File: src/rtl/cordic_pkg.sv
// Shared constants and encodings for the CORDIC core, its range reducer and their benches.
// Angles are signed Q16.16 radians.
package cordic_pkg;

  localparam logic signed [31:0] TWO_PI  = 32'sd411775;
  localparam logic signed [31:0] PI      = 32'sd205887;
  localparam logic signed [31:0] HALF_PI = 32'sd102944;
  localparam logic signed [31:0] K_GAIN  = 32'sd39797;

  typedef enum logic [2:0] {
    IDLE,
    REDUCE,
    WRAP,
    FOLD,
    OUT
  } state_t;

  localparam logic [1:0] QUAD_I   = 2'd0;  // [0, pi/2]
  localparam logic [1:0] QUAD_II  = 2'd1;  // (pi/2, pi]
  localparam logic [1:0] QUAD_III = 2'd2;  // [-pi, -pi/2)
  localparam logic [1:0] QUAD_IV  = 2'd3;  // [-pi/2, 0)

endpackage

File: src/rtl/quadrant_fold.sv
// Combinational wrap/fold math: maps a magnitude in [0, 2pi) plus sign into [-pi, pi],
// and folds a [-pi, pi] angle into [-pi/2, pi/2] with a cosine-negate flag.
module quadrant_fold
  import cordic_pkg::*;
(
  input  logic        [31:0] a_in,
  input  logic               sign_in,
  output logic signed [31:0] z_wrap,
  input  logic signed [31:0] z_in,
  output logic signed [31:0] z_fold,
  output logic               cos_neg,
  output logic        [1:0]  quadrant
);

  logic signed [31:0] a_signed;

  always_comb begin
    a_signed = $signed(a_in);
    if (a_signed > PI) begin
      a_signed = a_signed - TWO_PI;
    end
    z_wrap = sign_in ? -a_signed : a_signed;
  end

  // Reflecting about +/-pi/2 keeps the sine and flips the cosine sign.
  always_comb begin
    z_fold   = z_in;
    cos_neg  = 1'b0;
    quadrant = QUAD_I;
    if (z_in > HALF_PI) begin
      z_fold   = PI - z_in;
      cos_neg  = 1'b1;
      quadrant = QUAD_II;
    end else if (z_in < -HALF_PI) begin
      z_fold   = -PI - z_in;
      cos_neg  = 1'b1;
      quadrant = QUAD_III;
    end else if (z_in[31]) begin
      quadrant = QUAD_IV;
    end
  end

endmodule

File: src/rtl/cordic_range_reducer.sv
// Reduces an arbitrary Q16.16 angle into [-pi/2, pi/2] for a rotation-mode CORDIC core,
// using fixed-latency restoring division by 2pi followed by a quadrant fold.
module cordic_range_reducer
  import cordic_pkg::*;
#(
  parameter int WIDTH = 32,
  parameter int K_MAX = 12
) (
  input  logic             clk,
  input  logic             rst,
  input  logic             in_valid,
  output logic             in_ready,
  input  logic [WIDTH-1:0] angle_in,
  output logic             out_valid,
  input  logic             out_ready,
  output logic [WIDTH-1:0] z_out,
  output logic [WIDTH-1:0] x0_out,
  output logic [WIDTH-1:0] y0_out,
  output logic             cos_neg,
  output logic [1:0]       quadrant
);

  localparam int K_W = $clog2(K_MAX + 1);
  localparam logic [WIDTH-1:0] MOST_NEG = {1'b1, {(WIDTH-1){1'b0}}};
  localparam logic [WIDTH-1:0] MOST_POS = {1'b0, {(WIDTH-1){1'b1}}};

  state_t state_reg, state_next;

  logic        [WIDTH-1:0] a_reg;
  logic                    sign_reg;
  logic        [K_W-1:0]   k_reg;
  logic signed [WIDTH-1:0] z_reg;
  logic                    cos_neg_reg;
  logic        [1:0]       quadrant_reg;

  logic        [WIDTH-1:0] a_abs;
  logic        [WIDTH:0]   step_val;
  logic                    step_take;
  logic signed [WIDTH-1:0] z_wrap;
  logic signed [WIDTH-1:0] z_fold;
  logic                    fold_cos_neg;
  logic        [1:0]       fold_quadrant;

  always_ff @(posedge clk) begin
    if (rst) begin
      state_reg <= IDLE;
    end else begin
      state_reg <= state_next;
    end
  end

  always_comb begin
    state_next = state_reg;
    case (state_reg)
      IDLE:    if (in_valid) state_next = REDUCE;
      REDUCE:  if (k_reg == '0) state_next = WRAP;
      WRAP:    state_next = FOLD;
      FOLD:    state_next = OUT;
      OUT:     if (out_ready) state_next = IDLE;
      default: state_next = IDLE;
    endcase
  end

  always_comb begin
    in_ready  = (state_reg == IDLE);
    out_valid = (state_reg == OUT);
  end

  // The most negative input has no positive twin, so it saturates.
  always_comb begin
    if (angle_in == MOST_NEG) begin
      a_abs = MOST_POS;
    end else if (angle_in[WIDTH-1]) begin
      a_abs = -angle_in;
    end else begin
      a_abs = angle_in;
    end
  end

  // Compare one bit wider so 2pi << k can never wrap.
  assign step_val  = {1'b0, TWO_PI} << k_reg;
  assign step_take = ({1'b0, a_reg} >= step_val);

  quadrant_fold u_fold (
    .a_in     (a_reg),
    .sign_in  (sign_reg),
    .z_wrap   (z_wrap),
    .z_in     (z_reg),
    .z_fold   (z_fold),
    .cos_neg  (fold_cos_neg),
    .quadrant (fold_quadrant)
  );

  always_ff @(posedge clk) begin
    if (rst) begin
      a_reg        <= '0;
      sign_reg     <= 1'b0;
      k_reg        <= '0;
      z_reg        <= '0;
      cos_neg_reg  <= 1'b0;
      quadrant_reg <= '0;
    end else begin
      case (state_reg)
        IDLE: begin
          if (in_valid) begin
            sign_reg <= angle_in[WIDTH-1];
            a_reg    <= a_abs;
            k_reg    <= K_W'(K_MAX);
          end
        end
        REDUCE: begin
          if (step_take) begin
            a_reg <= a_reg - step_val[WIDTH-1:0];
          end
          if (k_reg != '0) begin
            k_reg <= k_reg - 1'b1;
          end
        end
        WRAP: begin
          z_reg <= z_wrap;
        end
        FOLD: begin
          z_reg        <= z_fold;
          cos_neg_reg  <= fold_cos_neg;
          quadrant_reg <= fold_quadrant;
        end
        default: begin
        end
      endcase
    end
  end

  assign z_out    = z_reg;
  assign cos_neg  = cos_neg_reg;
  assign quadrant = quadrant_reg;
  assign x0_out   = K_GAIN;
  assign y0_out   = '0;

endmodule

File: config.mk
export PLATFORM = sky130hd
export DESIGN_NAME = cordic_range_reducer
export DESIGN_NICKNAME = d
export VERILOG_FILES = /design/src/rtl/cordic_pkg.sv /design/src/rtl/quadrant_fold.sv /design/src/rtl/cordic_range_reducer.sv
export SDC_FILE = /design/constraint.sdc
export NUM_CORES = 1
export LEC_CHECK = 0
export CAP_MARGIN = 20
export CORE_ASPECT_RATIO = 1.25
export CORE_MARGIN = 1
export CORE_UTILIZATION = 52
export CTS_CLUSTER_SIZE = 28
export DETAILED_ROUTE_END_ITERATION = 10
export PLACE_DENSITY = 0.91
export SYNTH_ARGS = -nofsm -noshare
export SYNTH_HDL_FRONTEND = slang
export SYNTH_SLANG_ARGS = --single-unit
File: constraint.sdc
create_clock -name clk -period 4.5 [get_ports clk]
set_input_delay 0.9 -clock clk [delete_from_list [all_inputs] [get_ports clk]]
set_output_delay 0.9 -clock clk [all_outputs]
set_load 0.05 [all_outputs]
==> metrics.md, run 1 <==
| Metric | Value |
|---|---|
| Clock sink count | 75 |
| Vias per cell | 6.62 |
| Share of post-route cells with drive strength above 1 | 0.0847 |
| Hpwl dp | 24400 um |
| Die Footprint | 0.0199 mm^2 |
| CTS tree | yes |
| Reg area | 0.00150 mm^2 |
| Area of the multi-input gates | 0.00783 mm^2 |
| Detail Route Antenna Nets | 0 |
| Final Max Slew Viols | 0 |
| Layout fillers | 1695 |
| CP bufs+invs | 1 |
| Slowest cell on the critical path | or4b_1 |
| Number of global-route vias before repair | 10600 |
| Crit Path Max Fanout | 8 |
| Layout overhead on the synthesized area | 12.7% |
| CTS buffer count | 9 |
| Drt drc | 0 |
| Nets | 1581 |
| CTS Hold Bufs | 0 |
| Fin crit share | 0.947 |
| Worst-Skew Late Latency | 0.36 ns |
| Crit end category | flop |
| Hold crit path type | reg -> reg |
| Grt ovf | 0 |
| Initial Util | 0.534 |
| Synthesized cell area | 0.0101 mm^2 |
| Asr flop ratio synth | 0 |
| RSZ-0062 raised after global routing | false |
| Total count of hold-check failures in the final report | 0 |
| CP Cell Sequence | or4_4 > nor3_4 > a21o_2 > a21oi_2 > buf_4 > a21oi_1 > ha_1 > nand3_1 > mux2_4 > or4b_1 > or3_4 > o31a_1 > o32ai_1 > a31o_1 |
| First-pass GRT wire length | 52400 um |
| Clk buf depth | 2 |
| Maximum vdd drop | 299 uV |
| TNS Setup | 0 ns |
| Leakage | 0.00432 uW |
| CP Class | reg -> reg |
| Unique masters post-synth | 88 |
| Final wirelength | 32100 um |
| WL/cell | 18.5 um |
| I/O pins | 137 |
| Max_slew headroom | 0.351 |
| Worst hold margin | 0.456 ns |
| Core ar. | 0.0188 mm^2 |
| Gate count after technology mapping | 1446 |
| H-tree level count | 3 |
| Row cnt | 56 |
| Synth Flop Type | dfxtp_1 |
| Number of detailed-route iterations in the first pass | 6 |
| Total track usage | 0.325 |
| WP data arrival | 4.56 ns |
| Worst Skew | 0.0131 ns |
| Root buffer cell | clkbuf_16 |
| Worst setup SP type | flop |
| Critical Path RT | 4.80 ns |
| Number of synthesized flops with an enable pin | 0 |
| #FFs+latches synth | 75 |
| Die Ht | 158 um |
| Outcome | finished clean |
| PD cells | 593 mW/mm^2 |
| Detailed Route Iter0 Violations | 1305 |
| Seq/Total Area, Yosys | 0.149 |
| Count of input and output buffers | 72 |
| Pin count of the biggest net entering global routing | 43 |
| Initial antenna violation count | 0 |
| Die extent in x | 126 um |
| MaxCap Viol Count | 0 |
| Setup violators final | 0 |
| Number of vias in the routed layout | 11500 |
| CTS clk-pin slew, worst paths | 0.06 ns |
| Achievable frequency | 0.235 GHz |
| Final min period | 4.26 ns |
| Placer Congestion | 1.01 |
| Worst-margin pin slew | 0.949 ns |
| Cell family with most CP delay | simple AND/OR/NAND/NOR gates |
| Ant. Diodes | 0 |
| Synthesized area per cell | 6.96 um^2 |
| Slowest stage delay, CP | 0.69 ns |
| Ys Warns | 0 |
-- metrics by stage --
step / total power [uW] / cells / util / area [um^2] / setup slack, ns
floorplan: 4500 / 1508 / - / 10300 / 0.0729
global placement: 5540 / 1716 / 0.581 / 11000 / 0.353
detailed placement: 5640 / 1716 / 0.581 / 11000 / 0.233
CTS: 6600 / 1732 / 0.601 / 11300 / 0.198
global route: 7190 / 1732 / 0.602 / 11300 / 0.0129
finish: 6720 / 1732 / 0.602 / 11300 / 0.241
-- layer usage --
metal	up-vias	wire length, um	global-route usage
li1	5387	-	-
met1	5238	12600	0.381
met2	685	15200	0.557
met3	148	2310	0.0398
met4	0	1950	0.215
met5	-	0	0
-- power by group --
| group | switching (uW) | internal [uW] | leakage, uW |
|---|---|---|---|
| Clock | 314 | 629 | 0.000183 |
| Sequential | 184 | 787 | 0.000613 |
| Combinational | 2950 | 1860 | 0.00352 |
-- Yosys cell counts (all sizes together), types with 12 or more instances --
library cell | number | area, um^2
o41ai | 14 | 123
o221ai | 21 | 184
nand3 | 46 | 235
a21o | 26 | 196
or3 | 18 | 118
ha | 49 | 613
nand2 | 140 | 526
and3 | 19 | 119
nor2b | 13 | 81.3
clkbuf | 87 | 327
o21ai | 99 | 499
o31ai | 26 | 195
xnor2 | 72 | 631
xor2 | 30 | 263
inv | 29 | 109
nor2 | 125 | 469
nand4 | 19 | 119
a21oi | 108 | 544
dfxtp | 75 | 1500
buf | 76 | 549
a211oi | 25 | 193
o211ai | 17 | 128
a22oi | 12 | 90.1
a31oi | 28 | 175
o21a | 14 | 105
nor4 | 23 | 150
nor3 | 43 | 226
-- worst min-delay path: cells and delay by family (launching register included) --
| family | cells | cell delay (ns) |
|---|---|---|
| flops | 1 | 0.31 |
| simple gates | 1 | 0.05 |
| compound gates | 1 | 0.05 |
-- placed cells by master, fill, tap and decap left out, types with 17 or more instances in the layout --
master / netlist / routed
a31oi_1: 28 / 28
buf_4: 65 / 66
xor2_1: 30 / 30
nor4_1: 22 / 22
o31ai_1: 26 / 26
dfxtp_1: 75 / 73
a21oi_1: 107 / 104
or3_1: 17 / 17
xnor2_1: 72 / 72
clkdlybuf4s50_1: 0 / 71
ha_1: 49 / 49
o211ai_1: 17 / 17
a21o_1: 25 / 25
conb_1: 2 / 64
o221ai_1: 21 / 21
inv_1: 29 / 29
and3_1: 19 / 19
nor2_1: 125 / 125
nand4_1: 19 / 19
nor3_1: 42 / 42
nand3_1: 45 / 45
o21ai_0: 97 / 97
nand2_1: 140 / 140
a211oi_1: 24 / 24
-- cells by family (layout without fill, tap and decap cells) --
kind of cell	after synthesis	in the layout	share of synthesized area
buf+inv	193	185	0.0982
xor+xnor	102	102	0.0887
flops	75	75	0.149
compound gates	482	482	0.321
simple gates	530	530	0.266
other cells	2	64	0.000746
mux	12	12	0.0132
fa+ha+maj	50	50	0.0629
-- final timing paths --
kind | startpoint | endpoint | slack (ns) | cells past startpoint
max | a_reg[11] | z_out[30] | 0.24 | 14
min | cos_neg | cos_neg | 0.46 | 2
max reg2reg | a_reg[11] | z_out[30] | 0.24 | 14
min reg2reg | cos_neg | cos_neg | 0.46 | 2
-- what timing repair did --
| action | 4_1_cts | 5_1_grt |
|---|---|---|
| setup buffers | 0 | 0 |
| resized for setup | 0 | 7 |
| endpoints found under the setup margin | 0 | 20 |
-- area by class of cell --
class,count,share of cell area
Multi-Input combinational cell,1240,0.690
Sequential cell,75,0.133
Timing Repair Buffer,139,0.108
Tap cell,232,0.0256
Clock buffer,12,0.0226
Clock inverter,4,0.0106
Inverter,30,0.00992
Note: power is estimated with default switching activity, not from simulation.
==> inputs of run 2 (changes only) <==
--- a/config.mk
+++ b/config.mk
@@ -8,10 +8,10 @@
 export CAP_MARGIN = 20
 export CORE_ASPECT_RATIO = 1.25
 export CORE_MARGIN = 1
-export CORE_UTILIZATION = 52
+export CORE_UTILIZATION = 45
 export CTS_CLUSTER_SIZE = 28
 export DETAILED_ROUTE_END_ITERATION = 10
-export PLACE_DENSITY = 0.91
+export PLACE_DENSITY = 0.82
 export SYNTH_ARGS = -nofsm -noshare
 export SYNTH_HDL_FRONTEND = slang
 export SYNTH_SLANG_ARGS = --single-unit
==> metrics.md, run 2 (synthesized netlist as in run 1, its figures left out) <==
| Metric | Value |
|---|---|
| Worst setup SP type | flop (unchanged) |
| Achievable frequency | 0.234 GHz (was 0.235 GHz) |
| Core ar. | 0.0218 mm^2 (was 0.0188 mm^2) |
| I/O pins | 137 (unchanged) |
| Switching share of power | 0.516 (was 0.512) |
| Setup repair bufs after CTS | 0 (unchanged) |
| FF-to-FF Start | k_reg[0] (was a_reg[11]) |
| Most common cell after layout, fill and taps aside | nand2_1 (unchanged) |
| Total count of hold-check failures in the final report | 0 (unchanged) |
| Clk buf depth | 2 (unchanged) |
| WL/cell | 18.3 um (was 18.5 um) |
| Final wirelength | 32500 um (was 32100 um) |
| Hold crit path type | reg -> reg (unchanged) |
| Drt drc | 0 (unchanged) |
| CTS Hold Bufs | 0 (unchanged) |
| GRT met2 Usage | 0.469 (was 0.557) |
| R2r setup slk | 0.22 ns (was 0.24 ns) |
| Root buffer cell | clkbuf_16 (unchanged) |
| CTS tree | yes (unchanged) |
| Initial Util | 0.462 (was 0.534) |
| Maximum vdd drop | 356 uV (was 299 uV) |
| Grt met1 use | 0.350 (was 0.381) |
| WHS Endpoint | quadrant[0] (was cos_neg) |
| Worst hold margin | 0.450 ns (was 0.456 ns) |
| H-tree level count | 3 (unchanged) |
| MaxCap Viol Count | 0 (unchanged) |
| Share of post-route cells with drive strength above 1 | 0.0822 (was 0.0847) |
| Leakage | 0.00430 uW (was 0.00432 uW) |
| Fin crit share | 0.951 (was 0.947) |
| Detail Route Antenna Nets | 0 (unchanged) |
| Worst Skew | 0.0110 ns (was 0.0131 ns) |
| Worst-margin pin slew | 0.847 ns (was 0.949 ns) |
| CTS clk-pin slew, worst paths | 0.06 ns (about the same) |
| Hold path depth | 2 (unchanged) |
| R2r endpoint | a_reg[29] (was z_out[30]) |
| Row cnt | 60 (was 56) |
| Fin cells | 1776 (was 1732) |
| Count of input and output buffers | 72 (unchanged) |
| Worst reg-to-reg path cell count | 15 (was 14) |
| Grt ovf | 0 (unchanged) |
| Total track usage | 0.280 (was 0.325) |
| Outcome | finished clean (unchanged) |
| Max_slew headroom | 0.421 (was 0.351) |
| Die extent in x | 136 um (was 126 um) |
| Int Pwr | 3230 uW (was 3280 uW) |
| Final Max Slew Viols | 0 (unchanged) |
| CP Class | reg -> reg (unchanged) |
| Worst Hold Launch | quadrant[0] (was cos_neg) |
| Layout overhead on the synthesized area | 12.9% (was 12.7%) |
| Number of vias in the routed layout | 11500 (about the same) |
| Hpwl dp | 24900 um (was 24400 um) |
| Initial antenna violation count | 0 (unchanged) |
| TNS Setup | 0 ns (unchanged) |
| Nets | 1578 (was 1581) |
| Clock sink count | 75 (unchanged) |
| Crit Path Max Fanout | 7 (was 8) |
| Pwr Total | 6680 uW (was 6720 uW) |
| Crit end category | flop (unchanged) |
| Vias per cell | 6.47 (was 6.62) |
| Detailed Route Iter0 Violations | 1180 (was 1305) |
| Worst-Skew Late Latency | 0.36 ns (about the same) |
| First-pass GRT wire length | 52100 um (was 52400 um) |
| Placer Congestion | 0.999 (was 1.01) |
| Die Footprint | 0.0230 mm^2 (was 0.0199 mm^2) |
| PD cells | 588 mW/mm^2 (was 593 mW/mm^2) |
| Switching pwr | 3450 uW (about the same) |
| Number of global-route vias before repair | 10400 (was 10600) |
| Met3 GRT Util | 0.0293 (was 0.0398) |
| Number of detailed-route iterations in the first pass | 6 (unchanged) |
| CTS buffer count | 9 (unchanged) |
| Flop pwr share | 0.145 (was 0.144) |
| Crit path launch | k_reg[0] (was a_reg[11]) |
| Setup violators final | 0 (unchanged) |
| Ant. Diodes | 0 (unchanged) |
| Die Ht | 169 um (was 158 um) |
| Pin count of the biggest net entering global routing | 39 (was 43) |
| Resized cells post-CTS | 0 (unchanged) |
| WP data arrival | 4.47 ns (was 4.56 ns) |
| Clk network pwr share | 0.133 (was 0.140) |
| Gate power share | 0.722 (was 0.715) |
| Placed cells | 1760 (was 1716) |
| RSZ-0062 raised after global routing | false (unchanged) |
| Busiest grt layer | met2 (unchanged) |
| Critical Path RT | 4.69 ns (was 4.80 ns) |
| Final min period | 4.28 ns (was 4.26 ns) |
| Most frequent cells in the layout | 140 x nand2_1, 125 x nor2_1, 104 x a21oi_1 (unchanged) |
[run 2: worst max-delay path, stage by stage (launching register included)]
cell and delay [ns]:
dfxtp_1 0.44, inv_1 0.09, ha_1 0.39, nand2_1 0.20, a21boi_0 0.25, o21ai_0 0.15, ha_1 0.25, a21oi_1 0.22
o211ai_1 0.15, a31o_2 0.26, a21o_1 0.19, a211o_1 0.31, o21bai_1 0.17, nand3_1 0.28, and3_1 0.24, a2111oi_0 0.52
[run 2: cell type report]
cell class,count,area (um^2)
fillers,2113,10400
multi-input cells,1240,7830
flip-flops and latches,75,1500
repair buffers,136,1210
well taps,279,349
clock buffers,12,267
inverters,30,113
clock inverters,4,95.1
[run 2: per-stage QoR]
step | cell area (um^2) | worst slack [ns] | util
finish | 11400 | 0.219 | 0.522
floorplan | 10300 | 0.0729 | -
global placement | 11000 | 0.316 | 0.505
CTS | 11400 | 0.232 | 0.521
detailed placement | 11000 | 0.248 | 0.505
global route | 11400 | 0.0244 | 0.522
[run 2: worst max-delay path by stage]
stage,cells after the start,endpoint
after floorplan,17,z_out[30]
after global placement,15,a_reg[29]
after detailed placement,15,z_out[30]
after CTS,14,z_out[30]
after global routing,15,a_reg[29]
final,15,a_reg[29]
[run 2: layer usage]
| layer | share of wire | wire length, um |
|---|---|---|
| met2 | 0.48 | 15500 |
| met3 | 0.086 | 2810 |
| met4 | 0.042 | 1370 |
| met5 | 0 | 0 |
| met1 | 0.40 | 12900 |
[run 2: power by group through the flow]
stage	clock (uW)	combinational [uW]	sequential [uW]
3_3_place_gp	0	4620	970
4_1_cts	889	4710	963
3_5_place_dp	0	4680	977
5_1_grt	916	5230	988
2_1_floorplan	0	3510	991
6_report	890	4820	969
